File: src/rtl/seg_digit_renderer.sv
`default_nettype none
// ============================================================================
// Module      : seg_digit_renderer
// Description : Seven-segment digit renderer for the VGA clock display.
//               Draws NUM_DIGITS BCD digits at parameterised screen positions
//               with a frame-synchronous (tear-free) value update, per-digit
//               blinking, leading-zero suppression, a dash glyph for non-BCD
//               nibbles and a two-stage registered pixel pipeline.
//
// Ports       : clk          pixel clock
//               rst          asynchronous active-high reset
//               big_bin      BCD value, nibble i drives digit i (0 = rightmost)
//               load         one-cycle strobe capturing big_bin
//               hcounterer   current pixel column
//               vcounterer   current pixel row
//               blank        high outside the active video region
//               blink_mask   bit i set: digit i blinks
//               lzs_en       leading-zero suppression enable
//               isContained  bit i: pixel lies on a lit segment of digit i
//               pixel_on     OR of isContained
//               pending      a captured value waits for the next frame start
//
// Latency     : counters sampled at edge k are reflected on isContained and
//               pixel_on after edge k+1 (two registered stages).
// Revision    : 1.0 - initial release
// ============================================================================
module seg_digit_renderer #(
    parameter int NUM_DIGITS   = 4,
    parameter int X0           = 120,
    parameter int PITCH        = 90,
    parameter int GAP_AFTER    = 2,
    parameter int GAP          = 30,
    parameter int Y_BOTTOM     = 340,
    parameter int BLINK_FRAMES = 30
) (
    input  logic                      clk,
    input  logic                      rst,
    input  logic [4*NUM_DIGITS-1:0]   big_bin,
    input  logic                      load,
    input  logic [10:0]               hcounterer,
    input  logic [9:0]                vcounterer,
    input  logic                      blank,
    input  logic [NUM_DIGITS-1:0]     blink_mask,
    input  logic                      lzs_en,
    output logic [NUM_DIGITS-1:0]     isContained,
    output logic                      pixel_on,
    output logic                      pending
);

    // ------------------------------------------------------------------------
    // Constants
    // ------------------------------------------------------------------------
    // Blink counter only needs to count 0..BLINK_FRAMES-1; keep at least 1 bit.
    localparam int c_CNT_W = (BLINK_FRAMES > 1) ? $clog2(BLINK_FRAMES) : 1;
    localparam logic [c_CNT_W-1:0] c_BLINK_LAST = c_CNT_W'(BLINK_FRAMES - 1);

    // Glyph rows, all relative to the bottom row T of the glyph.
    localparam logic [11:0] c_T = 12'(Y_BOTTOM);

    // Segment bit positions inside a 7-bit pattern.
    localparam int c_SEG_A = 0;
    localparam int c_SEG_B = 1;
    localparam int c_SEG_C = 2;
    localparam int c_SEG_D = 3;
    localparam int c_SEG_E = 4;
    localparam int c_SEG_F = 5;
    localparam int c_SEG_G = 6;

    // ------------------------------------------------------------------------
    // Helper functions
    // ------------------------------------------------------------------------
    function automatic logic in_range(input logic [11:0] val,
                                      input logic [11:0] lo,
                                      input logic [11:0] hi);
        return (val >= lo) && (val <= hi);
    endfunction

    // Which segment boxes of a digit whose left edge is x contain (h, v).
    // The boxes overlap nothing horizontally across digits as long as
    // PITCH > 60, but each digit is evaluated independently regardless.
    function automatic logic [6:0] box_hits(input logic [11:0] h,
                                            input logic [11:0] v,
                                            input logic [11:0] x);
        logic [6:0] hits;
        logic       col_mid;
        logic       col_left;
        logic       col_right;
        col_left  = in_range(h, x,          x + 12'd15);
        col_mid   = in_range(h, x + 12'd17, x + 12'd43);
        col_right = in_range(h, x + 12'd45, x + 12'd60);
        hits          = '0;
        hits[c_SEG_A] = col_mid   && in_range(v, c_T - 12'd200, c_T - 12'd160);
        hits[c_SEG_B] = col_right && in_range(v, c_T - 12'd200, c_T - 12'd97);
        hits[c_SEG_C] = col_right && in_range(v, c_T - 12'd93,  c_T);
        hits[c_SEG_D] = col_mid   && in_range(v, c_T - 12'd40,  c_T);
        hits[c_SEG_E] = col_left  && in_range(v, c_T - 12'd93,  c_T);
        hits[c_SEG_F] = col_left  && in_range(v, c_T - 12'd200, c_T - 12'd97);
        hits[c_SEG_G] = col_mid   && in_range(v, c_T - 12'd115, c_T - 12'd85);
        return hits;
    endfunction

    // Segment pattern {G,F,E,D,C,B,A}; non-BCD nibbles render as a dash.
    function automatic logic [6:0] glyph(input logic [3:0] nib);
        logic [6:0] pat;
        case (nib)
            4'd0:    pat = 7'b011_1111;
            4'd1:    pat = 7'b000_0110;
            4'd2:    pat = 7'b101_1011;
            4'd3:    pat = 7'b100_1111;
            4'd4:    pat = 7'b110_0110;
            4'd5:    pat = 7'b110_1101;
            4'd6:    pat = 7'b111_1101;
            4'd7:    pat = 7'b000_0111;
            4'd8:    pat = 7'b111_1111;
            4'd9:    pat = 7'b110_1111;
            default: pat = 7'b100_0000;
        endcase
        return pat;
    endfunction

    // ------------------------------------------------------------------------
    // Frame start detection
    // ------------------------------------------------------------------------
    logic w_frame_start;
    assign w_frame_start = (hcounterer == 11'd0) && (vcounterer == 10'd0);

    // ------------------------------------------------------------------------
    // Value capture: shadow register + displayed register.
    // The displayed value only changes on frame start, so a frame is never
    // drawn with a mix of old and new digits. A load coinciding with frame
    // start bypasses the shadow so it is not delayed by a whole frame.
    // ------------------------------------------------------------------------
    logic [4*NUM_DIGITS-1:0] r_shadow;
    logic [4*NUM_DIGITS-1:0] r_displayed;
    logic                    r_pending;

    always_ff @(posedge clk or posedge rst) begin
        if (rst) begin
            r_shadow    <= '0;
            r_displayed <= '0;
            r_pending   <= 1'b0;
        end else if (load && w_frame_start) begin
            r_shadow    <= big_bin;
            r_displayed <= big_bin;
            r_pending   <= 1'b0;
        end else if (w_frame_start && r_pending) begin
            r_displayed <= r_shadow;
            r_pending   <= 1'b0;
        end else if (load) begin
            r_shadow    <= big_bin;
            r_pending   <= 1'b1;
        end
    end

    assign pending = r_pending;

    // ------------------------------------------------------------------------
    // Blink timing: phase toggles every BLINK_FRAMES frame starts.
    // ------------------------------------------------------------------------
    logic [c_CNT_W-1:0] r_blink_cnt;
    logic               r_blink_phase;

    always_ff @(posedge clk or posedge rst) begin
        if (rst) begin
            r_blink_cnt   <= '0;
            r_blink_phase <= 1'b0;
        end else if (w_frame_start) begin
            if (r_blink_cnt == c_BLINK_LAST) begin
                r_blink_cnt   <= '0;
                r_blink_phase <= ~r_blink_phase;
            end else begin
                r_blink_cnt   <= r_blink_cnt + 1'b1;
            end
        end
    end

    // ------------------------------------------------------------------------
    // Leading-zero suppression: walk from the most significant digit down,
    // tracking whether everything seen so far is zero. Digit 0 is excluded
    // so a zero value still shows a single "0".
    // ------------------------------------------------------------------------
    logic [NUM_DIGITS-1:0] w_suppress;

    always_comb begin
        logic w_all_zero;
        w_all_zero = 1'b1;
        w_suppress = '0;
        for (int i = NUM_DIGITS - 1; i >= 1; i--) begin
            w_all_zero    = w_all_zero && (r_displayed[4*i +: 4] == 4'd0);
            w_suppress[i] = lzs_en && w_all_zero;
        end
    end

    // ------------------------------------------------------------------------
    // Per-digit stage 1 inputs and stage 2 combine
    // ------------------------------------------------------------------------
    logic [11:0] w_h;
    logic [11:0] w_v;
    assign w_h = {1'b0, hcounterer};
    assign w_v = {2'b00, vcounterer};

    logic [NUM_DIGITS-1:0][6:0] w_hit;
    logic [NUM_DIGITS-1:0][6:0] w_glyph;
    logic [NUM_DIGITS-1:0]      w_visible;
    logic [NUM_DIGITS-1:0]      w_lit;

    logic [NUM_DIGITS-1:0][6:0] r_hit;
    logic [NUM_DIGITS-1:0][6:0] r_glyph;
    logic [NUM_DIGITS-1:0]      r_visible;

    for (genvar gi = 0; gi < NUM_DIGITS; gi++) begin : g_digit
        // Digits are placed left to right from the most significant one.
        localparam int          c_K  = NUM_DIGITS - 1 - gi;
        localparam int          c_XI = X0 + c_K * PITCH + ((c_K >= GAP_AFTER) ? GAP : 0);
        localparam logic [11:0] c_X  = 12'(c_XI);

        assign w_hit[gi]     = blank ? 7'd0 : box_hits(w_h, w_v, c_X);
        assign w_glyph[gi]   = glyph(r_displayed[4*gi +: 4]);
        assign w_visible[gi] = !(r_blink_phase && blink_mask[gi]) && !w_suppress[gi];
        assign w_lit[gi]     = r_visible[gi] && (|(r_hit[gi] & r_glyph[gi]));
    end

    // ------------------------------------------------------------------------
    // Stage 1: segment hits, plus the glyph and visibility of the displayed
    // value as seen at the same edge. Capturing the glyph here keeps a pixel
    // sampled on the frame-start cycle paired with the outgoing value.
    // ------------------------------------------------------------------------
    always_ff @(posedge clk or posedge rst) begin
        if (rst) begin
            r_hit     <= '0;
            r_glyph   <= '0;
            r_visible <= '0;
        end else begin
            r_hit     <= w_hit;
            r_glyph   <= w_glyph;
            r_visible <= w_visible;
        end
    end

    // ------------------------------------------------------------------------
    // Stage 2: final per-digit containment and the combined pixel.
    // ------------------------------------------------------------------------
    logic [NUM_DIGITS-1:0] r_contained;
    logic                  r_pixel_on;

    always_ff @(posedge clk or posedge rst) begin
        if (rst) begin
            r_contained <= '0;
            r_pixel_on  <= 1'b0;
        end else begin
            r_contained <= w_lit;
            r_pixel_on  <= |w_lit;
        end
    end

    assign isContained = r_contained;
    assign pixel_on    = r_pixel_on;

endmodule
`default_nettype wire

File: config.mk
export PLATFORM = sky130hd
export DESIGN_NAME = seg_digit_renderer
export DESIGN_NICKNAME = d
export VERILOG_FILES = /design/src/rtl/seg_digit_renderer.sv
export SDC_FILE = /design/constraint.sdc
export NUM_CORES = 1
export LEC_CHECK = 0
export CAP_MARGIN = 20
export CORE_MARGIN = 4
export CORE_UTILIZATION = 40
export CTS_BUF_LIST = sky130_fd_sc_hd__clkbuf_16
export CTS_CLUSTER_DIAMETER = 200
export DETAILED_ROUTE_END_ITERATION = 8
export PLACE_DENSITY = 0.63
export REMOVE_ABC_BUFFERS = 1
export SETUP_SLACK_MARGIN = 0.3
export SYNTH_ARGS = -nofsm -noshare
export SYNTH_HDL_FRONTEND = slang
export SYNTH_SLANG_ARGS = --single-unit
export TNS_END_PERCENT = 50
File: constraint.sdc
create_clock -name clk -period 7.9 [get_ports clk]
set_input_delay 1.58 -clock clk [delete_from_list [all_inputs] [get_ports clk]]
set_output_delay 1.58 -clock clk [all_outputs]
set_load 0.01 [all_outputs]
==> results.sh, run 1 <==
export IMPL_drt_iter0_drc=285
export IMPL_cts_root_buf="clkbuf_16"
export IMPL_syn_to_final_growth_pct=16.04
export IMPL_powerDensity_mw_per_mm2=170.7
export IMPL_overflow=0
export IMPL_layout_nets=631
export IMPL_dp_hpwl_mm=9.119
export IMPL_synth_compound_area_share=0.2098
export IMPL_arrival_ps=4030
export IMPL_num_vias=4167
export IMPL_place_inst=726
export IMPL_grt_pass1_wl_mm=20.65
export IMPL_ys_seq_area_frac=0.4850
export IMPL_status="finished clean"
export IMPL_netlist_instances=523
export IMPL_first_pass_iters=5
export IMPL_min_period_ps=3796
export IMPL_io_buffers=51
export IMPL_fmax_mhz=263.4
export IMPL_finalSetupViolCount=0
export IMPL_synth_area_per_cell_um2=10.26
export IMPL_synth_edf_count=0
export IMPL_dieWidth_um=123.8
export IMPL_grt_util_all_layers=0.1733
export IMPL_drv_slew=0
export IMPL_ios=52
export IMPL_grt_use_met1=0.2445
export IMPL_cp_data_required_time_ps=8130
export IMPL_dieArea_mm2=0.01533
export IMPL_fin_hold_ws_ps=492.4
export IMPL_post_cts_resized=0
export IMPL_drt_wl_total_mm=12.54
export IMPL_cts_buffers_inserted=9
export IMPL_async_flop_share=1.000
export IMPL_drc=0
export IMPL_dp_slack_ps=3775
export IMPL_clk_pin_slew_worst_paths_ps=70
export IMPL_grt_util_met3=0.04405
export IMPL_place_gp_congestion=0.9164
export IMPL_die_h_um=123.8
export IMPL_end_kind="flip-flop"
export IMPL_worstPathMaxFanout=17
export IMPL_fill_cells=1230
export IMPL_cts_buffer_depth=2
export IMPL_row_count=42
export IMPL_synth_simple_area_share=0.1641
export IMPL_yosysUniqueCellTypes=77
export IMPL_ys_flop_type="dfrtp_1"
export IMPL_synth_area_leaders="dfrtp_1 48%, ha_1 5.6%, o21ai_0 4.2%"
export IMPL_crit_path_start_kind="input pin"
export IMPL_gr_usage_met2=0.2700
export IMPL_finalNonFillerCells=742
export IMPL_max_slew_margin_rel=0.4162
export IMPL_cts_sinks=104
export IMPL_core_area_mm2=0.01319
export IMPL_min_path_type="flip-flop to flip-flop"
export IMPL_avgRoutedWirePerCell_um=16.89
export IMPL_yosys_mux_area_fraction=0.02495
export IMPL_synthDominantCellAreaShare=0.4850
export IMPL_finalCritPeriodShare=0.4805
export IMPL_grt_busiest_layer="met2"
export IMPL_cts_setup_buffers=0
export IMPL_ys_ff_latch=104
export IMPL_synthAdderAreaFrac=0.05596
export IMPL_rsz0062_at_grt="no"
export IMPL_finalSetupTns_ps=0
export IMPL_ys_warn_count=0
export IMPL_synth_top_area_cell="dfrtp_1"
export IMPL_drive_gt1_frac=0.08657
export IMPL_synth_xor_xnor_area_share=0.001632
export IMPL_maxCapViolations=0
export IMPL_cts_tree="built"
export IMPL_initial_utilization=0.4068
export IMPL_fin_ws_ps=4104
export IMPL_ctsHoldBuffers=0
export IMPL_synth_area_mm2=0.005366
export IMPL_diodes=0
export IMPL_via_per_inst=5.616
export IMPL_fin_skew_ps=5.472
export IMPL_hold_viol=0
export IMPL_synth_top_family_by_area="compound AO/OA/AOI/OAI gates"
export IMPL_yosys_top_cells_count="104 x dfrtp_1, 54 x nor2_1, 45 x o21ai_0"
export IMPL_cellLeakagePower_nw=2.571
export IMPL_ant_nets=0
export IMPL_irDropWorstVdd_uv=123.4
export IMPL_worst_slew_pin_slew_ps=875.6
export IMPL_grt_max_degree=73
export IMPL_yosysMostFrequentCell="dfrtp_1"
export IMPL_grt_pass1_vias=4060
export IMPL_antenna_found_initial=0
export IMPL_clock_latency_ps=340
export IMPL_htree_levels=3
export IMPL_worstSetupPathType="input pin to flip-flop"
==> layer usage <==
metal | up-vias | part of all wire | routed length [µm]
met2 | 128 | 0.48 | 6015
met1 | 2025 | 0.45 | 5682
met4 | 0 | 0.0098 | 123
met5 | - | 0 | 0
met3 | 11 | 0.057 | 714
li1 | 2003 | - | -
==> registers in the layout, indices dropped and copies added (netlist names), 4 cells and up <==
register	flops
isContained	4
r_blink_cnt	5
r_displayed	16
r_glyph	28
r_hit	28
r_shadow	16
r_visible	4
==> critical path, stage by stage <==
cell	delay (ps)
clkdlybuf4s50_1	710
nor4_2	450
and3_1	560
o211ai_2	350
mux2_2	360
==> report_power, final <==
| part | total, mW | internal [mW] | switching (mW) | leakage, nW |
|---|---|---|---|---|
| clock network | 0.421 | 0.220 | 0.201 | 0.144 |
| registers | 0.544 | 0.541 | 0.00318 | 1.26 |
| logic | 0.0978 | 0.0417 | 0.0561 | 1.17 |
==> final cells by class <==
class | instances | area (µm²) | area share
Tap cell | 176 | 220.2 | 0.03536
Clock buffer | 9 | 225.2 | 0.03617
Inverter | 37 | 141.4 | 0.02270
Timing Repair Buffer | 53 | 525.5 | 0.08439
Clock inverter | 7 | 62.56 | 0.01005
Multi-Input combinational cell | 356 | 2450 | 0.3934
Sequential cell | 104 | 2603 | 0.4179
==> path summary, 6_finish.rpt <==
check                                       startpoint                          end  slack, ps  depth (start not counted)
min                             r_visible[1]$_DFF_PP0_     isContained[1]$_DFF_PP0_        490                          2
max reg2reg                r_displayed[13]$_DFFE_PP0N_       r_visible[1]$_DFF_PP0_       6090                          6
max                                      hcounterer[6]  r_displayed[14]$_DFFE_PP0N_       4100                          5
max in group asynchronous                          rst          r_hit[19]$_DFF_PP0_       5100                          3
min reg2reg                     r_visible[1]$_DFF_PP0_     isContained[1]$_DFF_PP0_        490                          2
min in group asynchronous                          rst      r_shadow[0]$_DFFE_PP0P_       1580                          2
==> cells by family (layout without fill, tap and decap cells) <==
logic type | after synthesis | in the layout
adder cells (fa/ha/maj) | 24 | 24
flip-flops | 104 | 104
AO/OA/AOI/OAI | 160 | 160
XOR/XNOR | 1 | 1
buffers and inverters | 63 | 106
AND/OR/NAND/NOR | 159 | 159
multiplexers | 12 | 12
==> placed cells by master (no fill, tap or decap), types with 4 or more instances in the layout <==
cell type,n
a31oi_1,7
o221a_1,7
o31ai_1,10
nor3_1,11
nand4_1,6
a222oi_1,4
o21ai_0,45
clkdlybuf4s50_1,51
nor2b_1,4
and2_1,4
mux2_2,11
o2bb2ai_1,8
a22oi_1,16
ha_1,24
nand3_1,10
nand2_1,24
o22ai_1,4
dfrtp_1,104
a21oi_1,16
a41oi_1,7
inv_1,36
clkbuf_16,9
o21a_1,5
nor2_1,54
and3_1,4
a21o_1,5
==> per-stage QoR <==
step | utilization | area [µm²] | power (mW)
4_1_cts | 0.4721 | 6227 | 1.078
5_1_grt | 0.4721 | 6227 | 1.113
3_5_place_dp | 0.4503 | 5939 | 0.6523
2_1_floorplan | - | 5191 | 0.5963
3_3_place_gp | 0.4503 | 5939 | 0.6515
6_report | 0.4721 | 6227 | 1.063
No activity file was read; power rests on OpenSTA's default activity.
==> run 2: changes to the inputs <==
Settings changed: PLACE_DENSITY 0.63 to 0.66.
Clock period 7.9 ns to 3.3 ns, I/O delays scaled along.
==> run 2 against run 1 <==
Against the previous run:
- worst setup slack worse by 3400 ps
- clock-buffer cell count unchanged
- combinational power is 150% higher
- clock power is 150% higher
==> results.sh, run 2 (same netlist as run 1, synthesis figures left out) <==
export IMPL_status="finished clean"
export IMPL_finalSetupTns_ps=0
export IMPL_cellLeakagePower_nw=2.630
export IMPL_worst_slew_pin_slew_ps=581.1
export IMPL_place_inst=737
export IMPL_via_per_inst=5.661
export IMPL_grt_max_degree=47
export IMPL_grt_pass1_vias=4236
export IMPL_ios=52
export IMPL_layout_nets=642
export IMPL_seqCellArea_mm2=0.002603
export IMPL_finalNonFillerCells=753
export IMPL_grt_util_all_layers=0.1727
export IMPL_max_slew_margin_rel=0.6126
export IMPL_drv_slew=0
export IMPL_finalCritPeriodShare=0.7857
export IMPL_cts_setup_buffers=0
export IMPL_num_vias=4263
export IMPL_initial_utilization=0.4068
export IMPL_share_comb_of_total_power=0.094
export IMPL_row_count=42
export IMPL_avgRoutedWirePerCell_um=16.72
export IMPL_cts_sinks=104
export IMPL_finalInstanceArea_mm2=0.006321
export IMPL_dp_slack_ps=350.8
export IMPL_postPlaceCellArea_mm2=0.006022
export IMPL_clock_latency_ps=340
export IMPL_ant_nets=0
export IMPL_min_path_type="flip-flop to flip-flop"
export IMPL_fill_cells=1226
export IMPL_drt_wl_total_mm=12.59
export IMPL_drive_gt1_frac=0.1023
export IMPL_htree_levels=3
export IMPL_worstSetupPathType="input pin to flip-flop"
export IMPL_place_gp_congestion=0.8659
export IMPL_fin_ws_ps=707.1
export IMPL_internal_power_mw=1.992
export IMPL_swShare=0.2305
export IMPL_cts_tree="built"
export IMPL_irDropWorstVdd_uv=246.4
export IMPL_clk_pin_slew_worst_paths_ps=70
export IMPL_finalSetupViolCount=0
export IMPL_core_area_mm2=0.01319
export IMPL_rsz0062_at_grt="no"
export IMPL_post_cts_resized=0
export IMPL_fin_hold_ws_ps=484.5
export IMPL_seqPwrFrac=0.504
export IMPL_hold_viol=0
export IMPL_p_switching_uw=596.8
export IMPL_fmax_mhz=385.7
export IMPL_syn_to_final_growth_pct=17.79
export IMPL_maxCapViolations=0
export IMPL_die_h_um=123.8
export IMPL_cts_buffers_inserted=9
export IMPL_arrival_ps=2820
export IMPL_final_cell_mix="104 x dfrtp_1, 54 x nor2_1, 51 x clkdlybuf4s50_1, 45 x o21ai_0, 37 x inv_1"
export IMPL_drc=0
export IMPL_end_kind="flip-flop"
export IMPL_powerDensity_mw_per_mm2=409.6
export IMPL_io_buffers=51
export IMPL_multi_input_area_mm2=0.002450
export IMPL_cts_root_buf="clkbuf_16"
export IMPL_antenna_found_initial=0
export IMPL_ctsHoldBuffers=0
export IMPL_overflow=0
export IMPL_cts_buffer_depth=2
export IMPL_finalPower_mw=2.589
export IMPL_layout_commonest_cell="dfrtp_1"
export IMPL_dieWidth_um=123.8
export IMPL_top_regs="r_glyph x28, r_hit x28"
export IMPL_dieArea_mm2=0.01533
export IMPL_final_core_util=0.4792
export IMPL_min_period_ps=2593
export IMPL_fin_skew_ps=5.875
export IMPL_first_pass_iters=5
export IMPL_pwr_share_clk=0.403
export IMPL_crit_path_start_kind="input pin"
export IMPL_drt_iter0_drc=288
export IMPL_diodes=0
export IMPL_cp_data_required_time_ps=3530
export IMPL_worstPathMaxFanout=12
export IMPL_dp_hpwl_mm=9.532
export IMPL_grt_pass1_wl_mm=20.87
## run 2: changes by cell type in the layout (fill, tap and decap cells not counted)
cell / before / now
buf_4: 2 / 13
inv_8: 2 / 0
bufinv_16: 0 / 1
clkinv_4: 3 / 4
inv_1: 36 / 37
inv_6: 1 / 0
## run 2: power by group through the flow
stage	clock (mW)	sequential [mW]	combinational, mW
2_1_floorplan	0	1.33	0.100
3_3_place_gp	0	1.33	0.242
3_5_place_dp	0	1.33	0.243
4_1_cts	1.07	1.30	0.244
5_1_grt	1.12	1.30	0.269
6_report	1.04	1.30	0.243
## run 2: cell type report
type | instances | share of cell area
clock buffers | 9 | 0.03563
clock inverters | 7 | 0.01168
inverters | 37 | 0.02237
multi-input cells | 356 | 0.3876
flip-flops and latches | 104 | 0.4117
well taps | 176 | 0.03484
repair buffers | 64 | 0.09620
## run 2: layer usage
layer | wire (µm) | part of all wire | vias to the layer above | global-route usage
met4 | 167 | 0.013 | 0 | 0.04637
met5 | 0 | 0 | - | 0
met3 | 653 | 0.052 | 19 | 0.03361
li1 | - | - | 2026 | -
met1 | 5722 | 0.45 | 2098 | 0.2385
met2 | 6046 | 0.48 | 120 | 0.2785
## run 2: final timing paths
kind,start,end,slack [ps],cells past startpoint
min reg2reg,r_blink_cnt[4]$_DFFE_PP0N_,r_blink_cnt[4]$_DFFE_PP0N_,480,1
min,r_blink_cnt[4]$_DFFE_PP0N_,r_blink_cnt[4]$_DFFE_PP0N_,480,1
max in group asynchronous,rst,r_displayed[10]$_DFFE_PP0N_,1910,3
max,hcounterer[9],r_displayed[13]$_DFFE_PP0N_,710,5
min in group asynchronous,rst,r_displayed[0]$_DFFE_PP0N_,720,2
max reg2reg,r_displayed[13]$_DFFE_PP0N_,r_visible[1]$_DFF_PP0_,1480,6
## run 2: worst max-delay path: stages
cell,delay (ps)
clkdlybuf4s50_1,500
nor3_2,390
and3_1,570
o211ai_2,340
mux2_2,360
